<file path="config.mk">
export PLATFORM = sky130hd
export DESIGN_NAME = uart_rx_flat
export DESIGN_NICKNAME = d
export VERILOG_FILES = /design/src/rtl/uart_pkg.sv /design/src/rtl/uart_rx_if.sv /design/src/rtl/uart_rx_tick_gen.sv /design/src/rtl/uart_rx.sv /design/src/flat_wrapper.sv
export SDC_FILE = /design/constraint.sdc
export NUM_CORES = 1
export LEC_CHECK = 0
export CELL_PAD_IN_SITES_DETAIL_PLACEMENT = 1
export CELL_PAD_IN_SITES_GLOBAL_PLACEMENT = 1
export CORE_MARGIN = 8
export CORE_UTILIZATION = 50
export CTS_CLUSTER_SIZE = 14
export DETAILED_ROUTE_END_ITERATION = 16
export DONT_BUFFER_PORTS = 1
export HOLD_SLACK_MARGIN = 0.02
export PLACE_DENSITY_LB_ADDON = 0.1
export SYNTH_ARGS = -nofsm -noshare
export SYNTH_HDL_FRONTEND = slang
export SYNTH_SLANG_ARGS = --single-unit
</file>
<file path="constraint.sdc">
create_clock -name Clock -period 3.36 [get_ports Clock]
set_input_delay 0.672 -clock Clock [delete_from_list [all_inputs] [get_ports Clock]]
set_output_delay 0.672 -clock Clock [all_outputs]
set_load 0.05 [all_outputs]
</file>
<file path="src/rtl/uart_pkg.sv">
// Shared UART definitions: receiver FSM encoding, baud-select encoding and
// the oversample divisor constants used by both the receiver and the
// transmitter's baud generator.
package uart_pkg;

  localparam int unsigned CLK_FREQ   = 50_000_000;
  localparam int unsigned DATA_BITS  = 8;
  localparam int unsigned OVERSAMPLE = 16;
  localparam int unsigned DIV_WIDTH  = 16;

  typedef enum logic [2:0] {
    IDLE   = 3'd0,
    START  = 3'd1,
    DATA   = 3'd2,
    PARITY = 3'd3,
    STOP   = 3'd4
  } rxState_t;

  typedef enum logic [1:0] {
    BAUD_2400  = 2'b00,
    BAUD_4800  = 2'b01,
    BAUD_9600  = 2'b10,
    BAUD_19200 = 2'b11
  } baudSel_t;

  function automatic int unsigned baudRate(baudSel_t sel);
    case (sel)
      BAUD_2400:  return 2400;
      BAUD_4800:  return 4800;
      BAUD_9600:  return 9600;
      default:    return 19200;
    endcase
  endfunction

  // Clocks per oversample tick, rounded to nearest.
  function automatic logic [DIV_WIDTH-1:0] baudDivisor(baudSel_t sel, int unsigned clkFreq);
    int unsigned ticksPerSec;
    ticksPerSec = baudRate(sel) * OVERSAMPLE;
    return DIV_WIDTH'((clkFreq + ticksPerSec / 2) / ticksPerSec);
  endfunction

  localparam logic [DIV_WIDTH-1:0] DIV_2400  = baudDivisor(BAUD_2400,  CLK_FREQ);
  localparam logic [DIV_WIDTH-1:0] DIV_4800  = baudDivisor(BAUD_4800,  CLK_FREQ);
  localparam logic [DIV_WIDTH-1:0] DIV_9600  = baudDivisor(BAUD_9600,  CLK_FREQ);
  localparam logic [DIV_WIDTH-1:0] DIV_19200 = baudDivisor(BAUD_19200, CLK_FREQ);

endpackage

</file>
<file path="src/rtl/uart_rx_if.sv">
// Host-side bundle of the UART receiver: line configuration and serial input
// in, received byte and status out.
//
// Handshake: DataValid is a one-cycle strobe with no backpressure. The host
// takes DataOut, ParityError and FramingError in the cycle DataValid is high;
// those three keep their values until the next DataValid, so a late read
// still sees the last frame.
interface uart_rx_if;
  import uart_pkg::*;

  logic [1:0]           BaudRate;
  logic                 ParityEn;
  logic                 ParityOdd;
  logic                 RxIn;
  logic [DATA_BITS-1:0] DataOut;
  logic                 DataValid;
  logic                 ParityError;
  logic                 FramingError;
  logic                 Busy;

  modport master (
    input  BaudRate, ParityEn, ParityOdd, RxIn,
    output DataOut, DataValid, ParityError, FramingError, Busy
  );

  modport slave (
    output BaudRate, ParityEn, ParityOdd, RxIn,
    input  DataOut, DataValid, ParityError, FramingError, Busy
  );

endinterface

</file>
<file path="src/rtl/uart_rx_tick_gen.sv">
// Oversample tick generator: divides the system clock down to 16x the
// selected baud rate. A restart strobe re-phases the divider so the first
// tick lands a full divisor after the start edge.
module uart_rx_tick_gen
  import uart_pkg::*;
#(
  parameter int unsigned CLK_FREQ = uart_pkg::CLK_FREQ
) (
  input  logic     Clock,
  input  logic     Reset,
  input  baudSel_t baudSel,
  input  logic     restart,
  output logic     tick
);

  localparam logic [DIV_WIDTH-1:0] MAX_2400  = baudDivisor(BAUD_2400,  CLK_FREQ) - 16'd1;
  localparam logic [DIV_WIDTH-1:0] MAX_4800  = baudDivisor(BAUD_4800,  CLK_FREQ) - 16'd1;
  localparam logic [DIV_WIDTH-1:0] MAX_9600  = baudDivisor(BAUD_9600,  CLK_FREQ) - 16'd1;
  localparam logic [DIV_WIDTH-1:0] MAX_19200 = baudDivisor(BAUD_19200, CLK_FREQ) - 16'd1;

  logic [DIV_WIDTH-1:0] divCnt;
  logic [DIV_WIDTH-1:0] divMax;

  // Terminal count for the selected baud rate.
  always_comb begin
    divMax = MAX_2400;
    case (baudSel)
      BAUD_2400:  divMax = MAX_2400;
      BAUD_4800:  divMax = MAX_4800;
      BAUD_9600:  divMax = MAX_9600;
      BAUD_19200: divMax = MAX_19200;
      default:    divMax = MAX_2400;
    endcase
  end

  // Free-running divider, cleared by restart and wrapping at the terminal count.
  always_ff @(posedge Clock or posedge Reset) begin
    if (Reset) begin
      divCnt <= '0;
    end else if (restart || divCnt == divMax) begin
      divCnt <= '0;
    end else begin
      divCnt <= divCnt + 1'b1;
    end
  end

  assign tick = (divCnt == divMax) && !restart;

endmodule

</file>
<file path="src/rtl/uart_rx.sv">
// UART receiver: 2-FF synchronised line, 16x oversampling, 8-bit LSB-first
// frames with optional parity. Each frame is delivered as a one-cycle
// DataValid with parity and framing flags, even when a flag is set.
module uart_rx
  import uart_pkg::*;
#(
  parameter int unsigned CLK_FREQ = uart_pkg::CLK_FREQ
) (
  input  logic     Clock,
  input  logic     Reset,
  uart_rx_if.master bus,
  output rxState_t StateDbg
);

  localparam int unsigned TICK_W = $clog2(OVERSAMPLE);
  localparam int unsigned BIT_W  = $clog2(DATA_BITS);
  localparam logic [TICK_W-1:0] MID_TICK  = TICK_W'(OVERSAMPLE / 2 - 1);
  localparam logic [TICK_W-1:0] LAST_TICK = TICK_W'(OVERSAMPLE - 1);
  localparam logic [BIT_W-1:0]  LAST_BIT  = BIT_W'(DATA_BITS - 1);

  rxState_t state, stateNext;

  logic rxMeta, rxSync, rxPrev;
  logic startEdge;
  logic tick, midTick, fullTick;
  logic restart, frameDone;

  baudSel_t baudL;
  logic     parityEnL, parityOddL;

  logic [TICK_W-1:0]    tickCnt;
  logic [BIT_W-1:0]     bitCnt;
  logic [DATA_BITS-1:0] shiftReg;
  logic                 parityErr;

  logic [DATA_BITS-1:0] dataOut;
  logic                 dataValid, parityError, framingError;

  // Two-stage synchroniser plus one delay stage for falling-edge detection; idles high.
  always_ff @(posedge Clock or posedge Reset) begin
    if (Reset) begin
      rxMeta <= 1'b1;
      rxSync <= 1'b1;
      rxPrev <= 1'b1;
    end else begin
      rxMeta <= bus.RxIn;
      rxSync <= rxMeta;
      rxPrev <= rxSync;
    end
  end

  assign startEdge = rxPrev & ~rxSync;
  assign midTick   = tick && (tickCnt == MID_TICK);
  assign fullTick  = tick && (tickCnt == LAST_TICK);

  uart_rx_tick_gen #(.CLK_FREQ(CLK_FREQ)) tickGen (
    .Clock   (Clock),
    .Reset   (Reset),
    .baudSel (baudL),
    .restart (restart),
    .tick    (tick)
  );

  // FSM state register.
  always_ff @(posedge Clock or posedge Reset) begin
    if (Reset) begin
      state <= IDLE;
    end else begin
      state <= stateNext;
    end
  end

  // Next-state logic and per-cycle strobes.
  always_comb begin
    stateNext = state;
    restart   = 1'b0;
    frameDone = 1'b0;
    case (state)
      IDLE: begin
        if (startEdge) begin
          stateNext = START;
          restart   = 1'b1;
        end
      end
      START: begin
        // A line back high at mid start bit was a glitch, not a frame.
        if (midTick) stateNext = rxSync ? IDLE : DATA;
      end
      DATA: begin
        if (fullTick && bitCnt == LAST_BIT) stateNext = parityEnL ? PARITY : STOP;
      end
      PARITY: begin
        if (fullTick) stateNext = STOP;
      end
      STOP: begin
        // Leaving at mid stop bit lets a back-to-back start edge be caught.
        if (fullTick) begin
          stateNext = IDLE;
          frameDone = 1'b1;
        end
      end
      default: stateNext = IDLE;
    endcase
  end

  // Frame datapath: config latch, tick/bit counters, shifter, parity and outputs.
  always_ff @(posedge Clock or posedge Reset) begin
    if (Reset) begin
      baudL        <= BAUD_2400;
      parityEnL    <= 1'b0;
      parityOddL   <= 1'b0;
      tickCnt      <= '0;
      bitCnt       <= '0;
      shiftReg     <= '0;
      parityErr    <= 1'b0;
      dataOut      <= '0;
      dataValid    <= 1'b0;
      parityError  <= 1'b0;
      framingError <= 1'b0;
    end else begin
      dataValid <= 1'b0;

      if (restart) begin
        baudL      <= baudSel_t'(bus.BaudRate);
        parityEnL  <= bus.ParityEn;
        parityOddL <= bus.ParityOdd;
        tickCnt    <= '0;
        bitCnt     <= '0;
        parityErr  <= 1'b0;
      end else if (tick && state != IDLE) begin
        if (midTick && state == START) begin
          tickCnt <= '0;
        end else if (tickCnt == LAST_TICK) begin
          tickCnt <= '0;
        end else begin
          tickCnt <= tickCnt + 1'b1;
        end
      end

      if (state == DATA && fullTick) begin
        shiftReg <= {rxSync, shiftReg[DATA_BITS-1:1]};
        bitCnt   <= bitCnt + 1'b1;
      end

      if (state == PARITY && fullTick) begin
        parityErr <= ((^shiftReg) ^ rxSync) != parityOddL;
      end

      if (frameDone) begin
        dataOut      <= shiftReg;
        framingError <= ~rxSync;
        parityError  <= parityEnL & parityErr;
        dataValid    <= 1'b1;
      end
    end
  end

  assign bus.DataOut      = dataOut;
  assign bus.DataValid    = dataValid;
  assign bus.ParityError  = parityError;
  assign bus.FramingError = framingError;
  assign bus.Busy         = (state != IDLE);
  assign StateDbg         = state;

endmodule

</file>
<file path="src/flat_wrapper.sv">
// flat-port wrapper written by rule: the top's interface ports become plain ports
module uart_rx_flat import uart_pkg::*;
#(
  parameter int unsigned CLK_FREQ = uart_pkg::CLK_FREQ
)
  (Clock, Reset, StateDbg, bus_BaudRate, bus_ParityEn, bus_ParityOdd, bus_RxIn, bus_DataOut, bus_DataValid, bus_ParityError, bus_FramingError, bus_Busy);
  uart_rx_if bus_i ();
  input  logic Clock;
  input  logic Reset;
  output rxState_t StateDbg;
  input wire logic [$bits(bus_i.BaudRate)-1:0] bus_BaudRate;
  input wire logic [$bits(bus_i.ParityEn)-1:0] bus_ParityEn;
  input wire logic [$bits(bus_i.ParityOdd)-1:0] bus_ParityOdd;
  input wire logic [$bits(bus_i.RxIn)-1:0] bus_RxIn;
  output wire logic [$bits(bus_i.DataOut)-1:0] bus_DataOut;
  output wire logic [$bits(bus_i.DataValid)-1:0] bus_DataValid;
  output wire logic [$bits(bus_i.ParityError)-1:0] bus_ParityError;
  output wire logic [$bits(bus_i.FramingError)-1:0] bus_FramingError;
  output wire logic [$bits(bus_i.Busy)-1:0] bus_Busy;
  assign bus_i.BaudRate = bus_BaudRate;
  assign bus_i.ParityEn = bus_ParityEn;
  assign bus_i.ParityOdd = bus_ParityOdd;
  assign bus_i.RxIn = bus_RxIn;
  assign bus_DataOut = bus_i.DataOut;
  assign bus_DataValid = bus_i.DataValid;
  assign bus_ParityError = bus_i.ParityError;
  assign bus_FramingError = bus_i.FramingError;
  assign bus_Busy = bus_i.Busy;
  uart_rx #(.CLK_FREQ(CLK_FREQ)) u_core (.Clock(Clock), .Reset(Reset), .bus(bus_i), .StateDbg(StateDbg));
endmodule
</file>
Word level (Yosys, flattened, before mapping)
Index checks and enable logic that the tools add are counted.
{"block": "word_totals", "output_inout_bits": 15, "ff_bits": 53, "word_cells": 81}
{"block": "classes", "n_mux": 23, "addsub": 3, "reduce_logical": 18, "bitwise": 4, "eq_ne": 17}
{"op": "$pmux 16 s4", "count": 1}
{"op": "$mux 3", "count": 8}
{"op": "$add 16x1->16 const B", "count": 1}
{"op": "$eq 16x16->1", "count": 1}
{"op": "$mux 16", "count": 1}
{"op": "$mux 4", "count": 4}
{"op": "$pmux 3 s5", "count": 1}
{"op": "$ne 2x1->1 const B", "count": 5}
{"op": "$logic_and 1x1->1", "count": 8}
{"op": "$reduce_xor 8->1", "count": 1}
{"op": "$mux 1", "count": 7}
{"op": "$eq 3x2->1 const B", "count": 2}
{"op": "$eq 3x3->1 const B", "count": 2}
{"op": "$reduce_bool 2->1", "count": 3}
{"op": "$reduce_and 5->1", "count": 1}
{"op": "$add 4x1->4 const B", "count": 1}
{"op": "$eq 2x2->1 const B", "count": 2}
{"op": "$eq 4x3->1 const B", "count": 1}
{"op": "$eq 4x4->1 const B", "count": 1}
{"op": "$add 3x1->3 const B", "count": 1}
{"op": "$eq 3x1->1 const B", "count": 1}
{"op": "$logic_not 3->1", "count": 1}
{"op": "$reduce_bool 3->1", "count": 1}
{"op": "$and 1x1->1", "count": 2}
{"op": "other kinds (8)", "count": 8}

Depth between registers and ports, before layout
{"block": "logic_depth", "depth_word": 11, "mapped_depth": 9}

By module
From an unflattened synthesis, not the netlist that was laid out.
{"block": "hier_totals", "cells_unflattened": 249, "area_unflattened_um2": 2713.9}
{"mod": "uart_rx", "cells_per_inst": 148, "area_each_um2": 1719.1, "instances": 1, "seq_area_each_um2": 929.6}
{"mod": "uart_rx_tick_gen", "cells_per_inst": 101, "area_each_um2": 994.7, "instances": 1, "seq_area_each_um2": 400.4}

Worst setup path after synthesis
Ideal clock, no wire load.
{"block": "synth_path", "kind": "reg2reg", "from": "register u_core.state[1], in the netlist u_core.StateDbg[1]", "to": "register u_core.tickGen.divCnt[10]", "t_required_ps": 3228, "path_slack_ps": 814, "arrival_time_ps": 2414, "path_stages_with_launch": 9, "n_path_buf": 3, "cell_sequence": "dfrtp_1 clkbuf_1 nor2_1 nand2_1 or2_2 clkbuf_1 nand2_1 clkbuf_1 nor2_1"}
{"block": "synth_via", "elab_chain_len": 4}
{"item": "from (decl)", "line": "uart_rx.sv:21", "source": "rxState_t state, stateNext;"}
{"item": "from (signal assigned)", "line": "uart_rx.sv:69", "source": "state <= stateNext;"}
{"item": "$logic_not 3->1", "line": "uart_rx.sv:78", "source": "case (state)"}
{"item": "$mux 1", "line": "uart_rx.sv:78"}
{"item": "$logic_or 1x1->1", "line": "uart_rx_tick_gen.sv:40", "source": "end else if (restart || divCnt == divMax) begin"}
{"item": "$mux 16", "line": "uart_rx_tick_gen.sv:40"}
{"item": "to (signal assigned)", "line": "uart_rx_tick_gen.sv:43", "source": "divCnt <= divCnt + 1'b1;"}
{"item": "to (decl)", "line": "uart_rx_tick_gen.sv:21", "source": "logic [DIV_WIDTH-1:0] divCnt;"}
No other way between the ends.
A chain may end at the register's enable or synchronous reset.

Final worst setup path
{"block": "layout_path", "from": "register u_core.baudL[0]", "to": "register u_core.shiftReg[5]"}
{"block": "layout_via", "elab_chain_len": 6, "elab_cells_between_ends": 9, "classes_between": "4 x eq/ne; 1 x mux; 4 x reduce/logical"}
{"item": "from (decl)", "line": "uart_rx.sv:28", "source": "baudSel_t baudL;"}
{"item": "from (signal assigned)", "line": "uart_rx.sv:124", "source": "baudL <= baudSel_t'(bus.BaudRate);"}
{"item": "$eq 2x2->1, or another cell as far along", "line": "uart_rx_tick_gen.sv:27", "source": "case (baudSel)"}
{"item": "$pmux 16 s4 *", "line": "uart_rx_tick_gen.sv:27"}
{"item": "$eq 16x16->1 *", "line": "uart_rx_tick_gen.sv:47", "source": "assign tick = (divCnt == divMax) && !restart;"}
{"item": "$logic_and 1x1->1 *", "line": "uart_rx_tick_gen.sv:47"}
{"item": "$logic_and 1x1->1 *", "line": "uart_rx.sv:54", "source": "assign fullTick = tick && (tickCnt == LAST_TICK);"}
{"item": "$logic_and 1x1->1 *", "line": "uart_rx.sv:140", "source": "if (state == DATA && fullTick) begin"}
{"item": "to (signal assigned)", "line": "uart_rx.sv:141", "source": "shiftReg <= {rxSync, shiftReg[DATA_BITS-1:1]};"}
{"item": "to (decl)", "line": "uart_rx.sv:33", "source": "logic [DATA_BITS-1:0] shiftReg;"}
Every way passes the cells marked *; elsewhere a longest branch is shown, timed or not. The select of a mux whose other input is x is not followed.

==> summary.md <==
| Metric | Value |
|---|---|
| Slew Viols, Final | `0` |
| Yosys top cell by area | `dfrtp_1` |
| Outcome | `finished, final reports clean` |
| Register area share after synthesis | `0.500` |
| H-Tree Depth | `2` |
| First-pass GRT wire length | `~9200 um` |
| CORE AREA | `approximately 0.005 sq mm` |
| Die X | `between 80 and 90 um` |
| Post-synthesis average cell area | `10.2 sq um` |
| Post-synth top flop | `dfrtp_1` |
| Top-Level Pins | `22` |
| Max layer used | `met4` |
| Via density | `approximately 5.5` |
| YS warnings | `0` |
| Top-count cell post-synth | `dfrtp_1` |
| Share of cells above drive strength 1 | `0.132` |
| Syn_nets | `approximately 270` |
| Crit path from | `u_core.baudL[0]` |
| Clock Tree Root | `clkbuf_8` |
| Number of flops mapped to enable cells by yosys | `0` |
| Critical path class | `reg -> reg` |
| Post-CTS Hold Buffers | `0` |
| R2R Path End | `u_core.shiftReg[5]` |
| Synth cell count leaders | `dfrtp_1 (50), nand2_1 (47), nor2_1 (26)` |
| Yosys cell types | `49` |
| Clk sinks | `53` |
| Top cells by area, synth | `dfrtp_1 (47%), nand2_1 (6.6%), xnor2_1 (4.3%)` |
| Final HPWL DP | `3930 um` |
| Critical Path Start Type | `flop` |
| Num rows | `26` |
| P&R area growth vs syn | `4.85%` |
| Initial antenna violation count | `0` |
| DRC Markers | `0` |
| CTS Buf Count | `5` |
| Congestion Overflow GR | `0` |
| Sw power | `roughly 0.49 mW` |
| Flop-to-flop setup slack | `roughly 0.73 ns` |
| Fmax | `roughly 380 MHz` |
| Top cell type's share of synthesized area | `0.471` |
| Inserted Diodes | `0` |
| Number of global-route vias before repair | `1932` |
| Power Density | `535 mW/mm^2` |
| CP required | `~3.6 ns` |
| Worst-case clock buffer depth | `2` |
| Clock Latency Late Sink | `approximately 0.31 ns` |
| Critical Path End Type | `flop` |
| Final core occ | `0.546` |
| Worst hold path class | `in -> reg` |
| Sum Neg Setup Slack | `0 ns` |
| Final setup fails | `0` |
| Initial Util | `0.521` |
| Crit-path max FO | `13` |
| Final period util | `0.783` |
| Max-cap violations | `0` |
| CTS tree | `yes` |
| Max transition margin | `0.488` |
| Final wirelength | `~5300 um` |
| Setup Buffers After CTS | `0` |
| Post-CTS sizing | `0` |
| Synthesized area | `roughly 0.0027 sq mm` |
| Combinational share of power | `0.198` |
| Reg2reg path depth | `6` |
| Die H | `between 80 and 90 um` |
| Setup Skew | `slightly above 0.007 ns` |
| Cell-internal power | `between 1 and 1.5 mW` |
| Reg2reg start | `u_core.baudL[0]` |
| Synth Register Bits | `53` |
| Leakage | `about 1.3 nW` |
| WL met3 | `approximately 210 um` |
| Gpl congestion | `between 0.7 and 0.8` |
| Switching Fraction | `0.327` |
| WL met2 | `between 2000 and 2500 um` |
| DR iter-0 viols | `60` |
| Routed length on met1 | `2580 um` |
| Fin nets | `about 270` |
| Gr usage total | `0.150` |
| DR pass1 iterations | `4` |
| Reg power frac | `0.557` |
| Clock share of power | `0.245` |
| Total number of vias | `~1.8k` |
| RSZ-0062 raised after global routing | `false` |
| Synth Instances | `260` |
| Port-buffer cells | `0` |
| Crit path capture | `u_core.shiftReg[5]` |
| Worst-Margin Slew | `0.769 ns` |
| Largest net degree at the start of global routing | `37` |
| Final ANT Viol Nets | `0` |
| Hold Fails Final Rpt | `0` |
| Die ar. | `0.00791 sq mm` |
| Minimum clock period | `approximately 2.6 ns` |
| Async S/R FF share, synth | `1.00` |
| WL/cell | `approximately 16 um` |
| Data arrival, critical path | `between 2 and 3 ns` |
| VDD IR max | `between 0.3 and 0.4 mV` |
| Worst-path clk slew | `about 0.10 ns` |
==> cell families after synthesis <==
group / after synthesis / share of synthesized area
multiplexers: 14 / 0.0673
flip-flops: 53 / 0.500
buffers and inverters: 17 / 0.0315
XOR/XNOR: 25 / 0.0824
AO/OA/AOI/OAI: 28 / 0.0734
adder cells (fa/ha/maj): 4 / 0.0188
AND/OR/NAND/NOR: 119 / 0.226
==> cell type report <==
| class | instances | area, sq um |
|---|---|---|
| multi-input cells | 190 | 1240 |
| clock inverters | 3 | 22.5 |
| flip-flops and latches | 53 | 1330 |
| clock buffers | 5 | 68.8 |
| fillers | 594 | 2320 |
| well taps | 70 | 87.6 |
| repair buffers | 2 | 15.0 |
| inverters | 5 | 18.8 |
==> per-stage QoR <==
| stage | cells | instance area (sq um) | hold slack, ns | setup slack [ns] | power, mW |
|---|---|---|---|---|---|
| global placement | 320 | 2700 | 0.347 | 0.809 | 1.12 |
| finish | 328 | 2790 | 0.344 | 0.728 | 1.49 |
| detailed placement | 320 | 2700 | 0.347 | 0.702 | 1.14 |
| CTS | 328 | 2790 | 0.329 | 0.719 | 1.51 |
| floorplan | 260 | 2660 | 0.345 | 0.814 | 1.10 |
| global route | 328 | 2790 | 0.318 | 0.456 | 1.58 |
==> sequential cells by signal, indices dropped and copies added, names as in the netlist <==
register,cells
u_core.StateDbg,3
u_core.baudL,2
u_core.bitCnt,3
u_core.bus.DataOut,8
u_core.bus.DataValid,1
u_core.bus.FramingError,1
u_core.bus.ParityError,1
u_core.parityEnL,1
u_core.parityErr,1
u_core.parityOddL,1
u_core.rxMeta,1
u_core.rxPrev,1
u_core.rxSync,1
u_core.shiftReg,8
u_core.tickCnt,4
u_core.tickGen.divCnt,16
==> worst max-delay path, stage by stage (launching register included) <==
cell and delay, ns:
dfrtp_1 0.52, nor4bb_1 0.26, a2bb2oi_1 0.14, nor4_4 0.43, nand4_4 0.19, nor3_4 0.59, mux2_2 0.40
==> worst min path at each step <==
stage                             start             to  slack, ns  depth (start not counted)
after floorplan           u_core.rxMeta  u_core.rxSync       0.35                          0
after global placement    u_core.rxMeta  u_core.rxSync       0.35                          0
after detailed placement  u_core.rxMeta  u_core.rxSync       0.35                          0
after CTS                      bus_RxIn  u_core.rxMeta       0.33                          0
after global routing           bus_RxIn  u_core.rxMeta       0.32                          0
final                          bus_RxIn  u_core.rxMeta       0.34                          0
==> cell usage in the layout, fill, tap and decap left out, drive strengths merged, types with 4 or more instances in the layout <==
cell type / instances
ha: 4
inv: 5
and3: 6
clkbuf: 5
xor2: 12
nand2: 47
xnor2: 13
nand3: 15
o21ai: 8
mux2: 13
nor2: 27
dfrtp: 50
==> routing by layer <==
metal,vias up,GRT usage
met1,901,0.195
met3,10,0.0358
li1,867,-
met4,0,0.0568
met5,-,0
met2,26,0.236
==> power groups by stage <==
| stage | logic [mW] | clock network, mW | registers [mW] |
|---|---|---|---|
| after floorplan | 0.327 | 0 | 0.768 |
| after global placement | 0.286 | 0 | 0.835 |
| after detailed placement | 0.297 | 0 | 0.842 |
| after CTS | 0.300 | 0.380 | 0.829 |
| after global routing | 0.328 | 0.405 | 0.847 |
| final | 0.295 | 0.365 | 0.830 |
Power figures use the tool's default switching activity.
